### config.mk
export PLATFORM = sky130hd
export DESIGN_NAME = cg_ctrl
export DESIGN_NICKNAME = d
export VERILOG_FILES = /design/src/rtl/cg_ctrl.sv
export SDC_FILE = /design/constraint.sdc
export NUM_CORES = 1
export LEC_CHECK = 0
export CAP_MARGIN = 30
export CORE_ASPECT_RATIO = 1.1
export CORE_MARGIN = 2
export CORE_UTILIZATION = 56
export CTS_CLUSTER_SIZE = 40
export DETAILED_ROUTE_END_ITERATION = 8
export HOLD_SLACK_MARGIN = 0.15
export PLACE_DENSITY = 0.84
export RECOVER_POWER = 100
export SYNTH_ARGS = -nofsm -noshare
export SYNTH_HDL_FRONTEND = slang
export SYNTH_SLANG_ARGS = --single-unit
### constraint.sdc
create_clock -name clk -period 4 [get_ports clk]
set_input_delay 0.6 -clock clk [delete_from_list [all_inputs] [get_ports clk]]
set_output_delay 0.6 -clock clk [all_outputs]
set_load 0.01 [all_outputs]
### src/rtl/cg_ctrl.sv
// Idle-driven clock-gate controller: counts qualifying idle cycles, handshakes a sleep
// request with the subsystem, gates the domain clock, and restores it with a settling window.
module cg_ctrl #(
    parameter int IDLE_CYCLES = 16,
    parameter int WAKE_CYCLES = 2
) (
    input  logic clk,
    input  logic rst_n,
    input  logic auto_en,
    input  logic force_on,
    input  logic idle,
    input  logic wake_req,
    input  logic sleep_ack,
    output logic sleep_req,
    output logic cg_en,
    output logic gated,
    output logic ready
);

    typedef enum logic [1:0] {
        ST_RUN   = 2'd0,
        ST_REQ   = 2'd1,
        ST_GATED = 2'd2,
        ST_WAKE  = 2'd3
    } state_t;

    localparam logic [7:0] IDLE_LAST = 8'(IDLE_CYCLES - 1);
    localparam logic [7:0] WAKE_LAST = 8'(WAKE_CYCLES - 1);

    state_t     state_r;
    state_t     state_nxt_s;
    logic [7:0] cnt_r;
    logic [7:0] cnt_nxt_s;
    logic       qual_s;
    logic       exit_s;
    logic [3:0] outs_nxt_s;

    // Output vector {cg_en, sleep_req, gated, ready} for a state; anything odd keeps the clock on.
    function automatic logic [3:0] out_decode(input state_t s);
        logic [3:0] o;
        case (s)
            ST_RUN:   o = 4'b1001;
            ST_REQ:   o = 4'b1100;
            ST_GATED: o = 4'b0110;
            ST_WAKE:  o = 4'b1100;
            default:  o = 4'b1001;
        endcase
        return o;
    endfunction

    assign qual_s = auto_en & ~force_on & idle & ~wake_req;
    assign exit_s = wake_req | force_on | ~auto_en;

    // Next-state and shared counter update; the counter is cleared on every transition.
    always_comb begin
        state_nxt_s = state_r;
        cnt_nxt_s   = cnt_r;
        case (state_r)
            ST_RUN: begin
                if (qual_s) begin
                    if (cnt_r == IDLE_LAST) begin
                        cnt_nxt_s   = 8'd0;
                        state_nxt_s = ST_REQ;
                    end else begin
                        cnt_nxt_s = cnt_r + 8'd1;
                    end
                end else begin
                    cnt_nxt_s = 8'd0;
                end
            end
            ST_REQ: begin
                // Abort wins over an acknowledge arriving in the same cycle.
                if (!qual_s) begin
                    cnt_nxt_s   = 8'd0;
                    state_nxt_s = ST_RUN;
                end else if (sleep_ack) begin
                    cnt_nxt_s   = 8'd0;
                    state_nxt_s = ST_GATED;
                end else begin
                    state_nxt_s = ST_REQ;
                end
            end
            ST_GATED: begin
                if (exit_s) begin
                    cnt_nxt_s   = 8'd0;
                    state_nxt_s = ST_WAKE;
                end else begin
                    state_nxt_s = ST_GATED;
                end
            end
            ST_WAKE: begin
                if (cnt_r == WAKE_LAST) begin
                    cnt_nxt_s   = 8'd0;
                    state_nxt_s = ST_RUN;
                end else begin
                    cnt_nxt_s = cnt_r + 8'd1;
                end
            end
            default: begin
                cnt_nxt_s   = 8'd0;
                state_nxt_s = ST_RUN;
            end
        endcase
    end

    assign outs_nxt_s = out_decode(state_nxt_s);

    // FSM state, counter and registered outputs decoded from the upcoming state.
    always_ff @(posedge clk) begin
        if (!rst_n) begin
            state_r   <= ST_RUN;
            cnt_r     <= 8'd0;
            cg_en     <= 1'b1;
            sleep_req <= 1'b0;
            gated     <= 1'b0;
            ready     <= 1'b1;
        end else begin
            state_r   <= state_nxt_s;
            cnt_r     <= cnt_nxt_s;
            cg_en     <= outs_nxt_s[3];
            sleep_req <= outs_nxt_s[2];
            gated     <= outs_nxt_s[1];
            ready     <= outs_nxt_s[0];
        end
    end

endmodule

Word level (Yosys, flattened, before mapping)
Index checks and enable logic that the tools add are counted.
{"block": "totals", "register_bits": 14, "output_inout_bits": 4, "n_memories": 0, "ramBits": 0, "latch_bits": 0, "romBits": 0}
{"block": "classes", "reduce_logical": 4, "n_mul": 0, "n_eq_ne": 10, "n_mux": 15, "div_mod_pow": 0, "n_shift": 0, "bitwise": 8, "n_addsub": 1, "order_cmp": 0}
{"cell": "8-bit 2-to-1 mux", "count": 6}
{"cell": "8-bit one-hot mux with 4 select lines", "count": 1}
{"cell": "4-bit one-hot mux with 3 select lines", "count": 1}
{"cell": "2-bit 2-to-1 mux", "count": 5}
{"cell": "8-bit by 1-bit adder with 8-bit output (second input constant)", "count": 1}
{"cell": "2-bit == test (second input constant)", "count": 4}
{"cell": "8-bit by 1-bit == test with 1-bit output (second input constant)", "count": 1}
{"cell": "8-bit by 4-bit == test with 1-bit output (second input constant)", "count": 1}
{"cell": "2-bit one-hot mux with 4 select lines", "count": 1}
{"cell": "2-bit by 1-bit == test with 1-bit output (second input constant)", "count": 2}
{"cell": "2-bit zero test", "count": 2}
{"cell": "1-bit bitwise AND", "count": 3}
{"cell": "3-bit != test (second input constant)", "count": 1}
{"cell": "1-bit inverter", "count": 3}
{"cell": "2-bit != test (second input constant)", "count": 1}
{"cell": "1-bit OR", "count": 2}
{"cell": "2-bit AND reduction", "count": 1}
{"cell": "2-bit OR reduction", "count": 1}
{"cell": "1-bit 2-to-1 mux", "count": 1}

Longest topological paths before layout
{"block": "depth", "depth_word": 9, "ltp_mapped": 6, "depth_no_buf": 6}

Least setup slack after synthesis
No wires, ideal clock.
{"block": "synth_timing", "path_kind": "input to register", "startpoint": "in force_on", "endpoint": "reg cnt_r[0]", "cell_stages": 5, "setup_ns": 0.079, "required_ns": 3.921, "n_path_buf": 1, "arrival_ns": 1.779, "slack_ns": 2.142, "cell_sequence": "or3b_1 buf_6 a2111oi_4 nor3_2 a211oi_2"}
{"block": "synth_via", "elab_chain_len": 6}
{"item": "start: declaration", "line": "10", "source": "input logic force_on,"}
{"item": "1-bit inverter", "line": "51", "source": "assign qual_s = auto_en & ~force_on & idle & ~wake_req;"}
{"item": "1-bit bitwise AND (3 in series)", "line": "51"}
{"item": "8-bit 2-to-1 mux (tied with other cells)", "line": "73", "source": "if (!qual_s) begin"}
{"item": "8-bit one-hot mux with 4 select lines or 2-bit AND reduction (tied branches)"}
{"item": "end signal: assignment", "line": "119", "source": "cnt_r <= cnt_nxt_s;"}
{"item": "end: declaration", "line": "32", "source": "logic [7:0] cnt_r;"}
Parallel ways exist; a longest one is shown, timed or not.
A chain may end at the register's enable or synchronous reset.

Worst setup path after layout
{"block": "layout_timing", "startpoint": "in auto_en", "endpoint": "reg gated"}
{"block": "layout_via", "elab_chain_len": 8}
{"item": "start: declaration", "line": "9", "source": "input logic auto_en,"}
{"item": "1-bit bitwise AND (3 in series)", "line": "51"}
{"item": "2-bit 2-to-1 mux (on tied branches)", "line": "73, 60"}
{"item": "2-bit one-hot mux with 4 select lines *", "line": "58", "source": "case (state_r)"}
{"item": "2-bit == test or 2-bit by 1-bit == test with 1-bit output (tied branches)", "line": "41", "source": "case (s)"}
{"item": "2-bit OR reduction (no source line)"}
{"item": "4-bit one-hot mux with 3 select lines *", "line": "41"}
{"item": "end signal: assignment", "line": "122", "source": "gated <= outs_nxt_s[1];"}
{"item": "end: declaration", "line": "16", "source": "output logic gated,"}
Mark *: on every way between the ends. The rest lies on a longest branch, timed or not.

==> key figures <==
Run status
  – Status: complete, no violations

Die
  – DIE HEIGHT: 44.25 um
  – Std-Cell Rows: 14
  – Die footprint: 1796 um^2
  – Core area: 1366 um^2
  – IO Pins: 11
  – Chip width: 40.59 um
  – Starting Density: 0.6035

Logic synthesis
  – Area share of fa/ha/maj cells after synthesis: 0.03035
  – Gate Count Post-Synth: 88
  – Yosys top cell by area: dfxtp_1
  – Syn nets: 97
  – Post-Synth Simple-Gate Area: 0.3247
  – YS warnings: 0
  – Post-synthesis sequential area ratio: 0.3399
  – Post-synth EDFFs: 0
  – Share of the synthesized area in the top cell type: 0.3399
  – Synthesized cell area: 824.5 um^2
  – Post-synthesis xor/xnor area fraction: 0.01062
  – Synth area leaders: dfxtp_1 34%, a2111oi_4 6.7%, nand2_1 5.9%, o221ai_1 4.2%, and2_1 3.8%
  – Async set or reset register ratio after synthesis: 0
  – Primary FF master, synth: dfxtp_1
  – Main combinational cell family by area after synthesis: simple AND/OR/NAND/NOR gates
  – Unique cell type count in the Yosys netlist: 35
  – Multiplexer area fraction after synthesis: 0
  – Synth Area in Compound Gates: 0.2625
  – Synthesis-stage register bit count: 14
  – Mapped Avg Cell Area: 9.370 um^2

Power
  – Pint: 0.2027 mW
  – Leak: 0.3429 nW
  – Flop pwr share: 0.537
  – Clock Power Share: 0.410
  – Sw Ratio: 0.2235
  – Maximum VDD drop: 0.0002461 V
  – Pwr/cell area: 282.7 nW/um^2
  – Comb pwr share: 0.053
  – Net load switching power: 0.05833 mW

Layout
  – # diodes: 0
  – Commonest non-fill, non-tap cell in the layout: dfxtp_1
  – Most frequent cells in the layout: 14 x dfxtp_1, 13 x nand2_1, 5 x and2_1, 5 x dlygate4sd3_1, 5 x clkdlybuf4s50_1
  – Final Util: 0.6758
  – Nets@finish: 110
  – Area delta synth->final: 11.99%
  – Share of cells above drive strength 1: 0.1100

Min path
  – Worst hold path depth: 2
  – Hold crit path type: reg2reg
  – Hold_sp: cnt_r[7]
  – Hold path endpoint: cnt_r[7]

GRT
  – Vias in the first global route: 646
  – GRT overflow: 0
  – Largest net degree at the start of global routing: 12
  – Initial antenna violation count: 0
  – First-pass GRT wire length: 2704 um
  – Total GRT Usage: 0.2254

Detailed routing
  – DR WL met2: 812 um
  – Remaining DRCs: 0
  – Met1 WL: 707 um
  – DR vias/cell: 6.052
  – Max Used Layer: met4
  – Routed WL per cell: 14.03 um
  – Total Wirelength: 1627 um
  – Initial DRC count: 11
  – Met3 WL: 65 um
  – Detailed-route via count: 702
  – DRT Pass-1 Iters: 4
  – ANT nets after route: 0

Timing
  – # setup viols final: 0
  – Slew headroom: 0.5215
  – Final Cycle Share: 0.6066
  – Setup Skew: 5.075 ps
  – Min cycle time layout: 2426 ps
  – Worst hold slack: 511.0 ps
  – Worst-Margin Slew: 699.7 ps
  – Slew Limit Fails: 0
  – Setup_tns: 0 ps
  – FMAX: 0.4121 GHz
  – RSZ-0062 raised after global routing: no
  – Hold Violations, Final: 0

Critical path
  – Setup crit end kind: register
  – Buf/Inv on CP: 1
  – Critical path type: in2reg
  – CP Launch Type: input pin
  – R2r endpoint: gated
  – R2R depth: 5
  – CP max FO: 7
  – R2R Path Start: cnt_r[0]
  – Worst-path cell chain: dlygate4sd3_1, or3b_1, nor2b_1, a2111oi_0, and3_1
  – Top cell family by delay on the critical path: simple AND/OR/NAND/NOR gates
  – Worst Path Required: 4240 ps
  – Worst setup startpoint: auto_en
  – R2R setup slack: 1940 ps
  – Slowest CP cell: a2111oi_0
  – Worst stage delay on the critical path: 630 ps
  – Critical path data arrival time: 2670 ps

Clock network
  – Hold-fix buffers, CTS: 0
  – CTS tree: built
  – Postcts setup bufs: 0
  – CTS root buf: clkbuf_4
  – Worst-path clk slew: 90 ps
  – Worst-Skew Late Latency: 300 ps
  – H-tree level count: 1
  – CTS Buf Count: 3
  – Post_cts resized: 0
  – Max Root-Sink Buffers: 2
  – CTS Sinks: 14

Job
  – Max Cap Viol: 0

Placement
  – Gpl congestion: 0.7759
  – Input/output buffers: 10
  – Post-DP HPWL: 1191 um
-- cells by family (layout without fill, tap and decap cells) --
kind of cell	count (synthesis)	in the layout
fa+ha+maj	2	2
xor+xnor	1	1
buf+inv	5	17
simple gates	43	43
compound gates	23	23
flops	14	14
-- synth_stat cells (2+ instances only) --
cell / n
and3_1: 2
nor2_1: 4
o21a_1: 3
o21bai_1: 2
o21ai_1: 4
nor3_1: 3
and2_1: 5
a2111oi_4: 2
ha_1: 2
nand2b_1: 2
inv_1: 3
nor3_2: 2
nand2_1: 13
dfxtp_1: 14
nand3_1: 4
o221ai_1: 4
-- per-layer routing --
layer,vias up,track usage
li1,349,-
met5,-,0
met1,331,0.2571
met2,17,0.3683
met3,5,0.03518
met4,0,0.1533
-- registers in the layout, indices dropped and copies added, names as in the netlist --
signal	flops
cnt_r	8
state_r	2
cg_en	1
gated	1
ready	1
sleep_req	1
-- worst max path at each step --
stage,depth (start not counted),slack [ps],endpoint
2_1_floorplan,5,2140,cnt_r[0]
3_3_place_gp,5,1610,cnt_r[1]
3_5_place_dp,5,1570,cnt_r[0]
4_1_cts,5,1860,cnt_r[0]
5_1_grt,5,1430,gated
6_report,5,1570,gated
-- power by group through the flow --
stage / registers (mW) / clock network, mW / logic, mW
finish: 0.140 / 0.107 / 0.0138
CTS: 0.140 / 0.108 / 0.0154
global placement: 0.143 / 0 / 0.0151
floorplan: 0.143 / 0 / 0.00872
detailed placement: 0.144 / 0 / 0.0153
global route: 0.140 / 0.113 / 0.0153
-- per-stage QoR --
step	total power [mW]	instance area [um^2]	setup WS [ps]	instances
after CTS	0.2640	965.9	1864	116
after global routing	0.2690	923.4	1425	116
final	0.2610	923.4	1574	116
after floorplan	0.1521	824.5	2142	88
after detailed placement	0.1589	929.6	1570	112
after global placement	0.1585	929.6	1608	112
-- cell type report --
class,instances,area (um^2)
clock buffer,4,36.28
fill,116,442.9
inverter,3,11.26
multi-input combinational,69,475.5
sequential,14,280.3
tap,16,20.02
timing repair buffer,10,100.1
-- worst reg2reg max path: stages (launching register included) --
cell and delay (ps):
dfxtp_1 440, ha_1 170, nor3b_1 340, a21oi_2 220, a2111oi_0 580, and3_1 250
No activity file was read; power rests on OpenSTA's default activity.
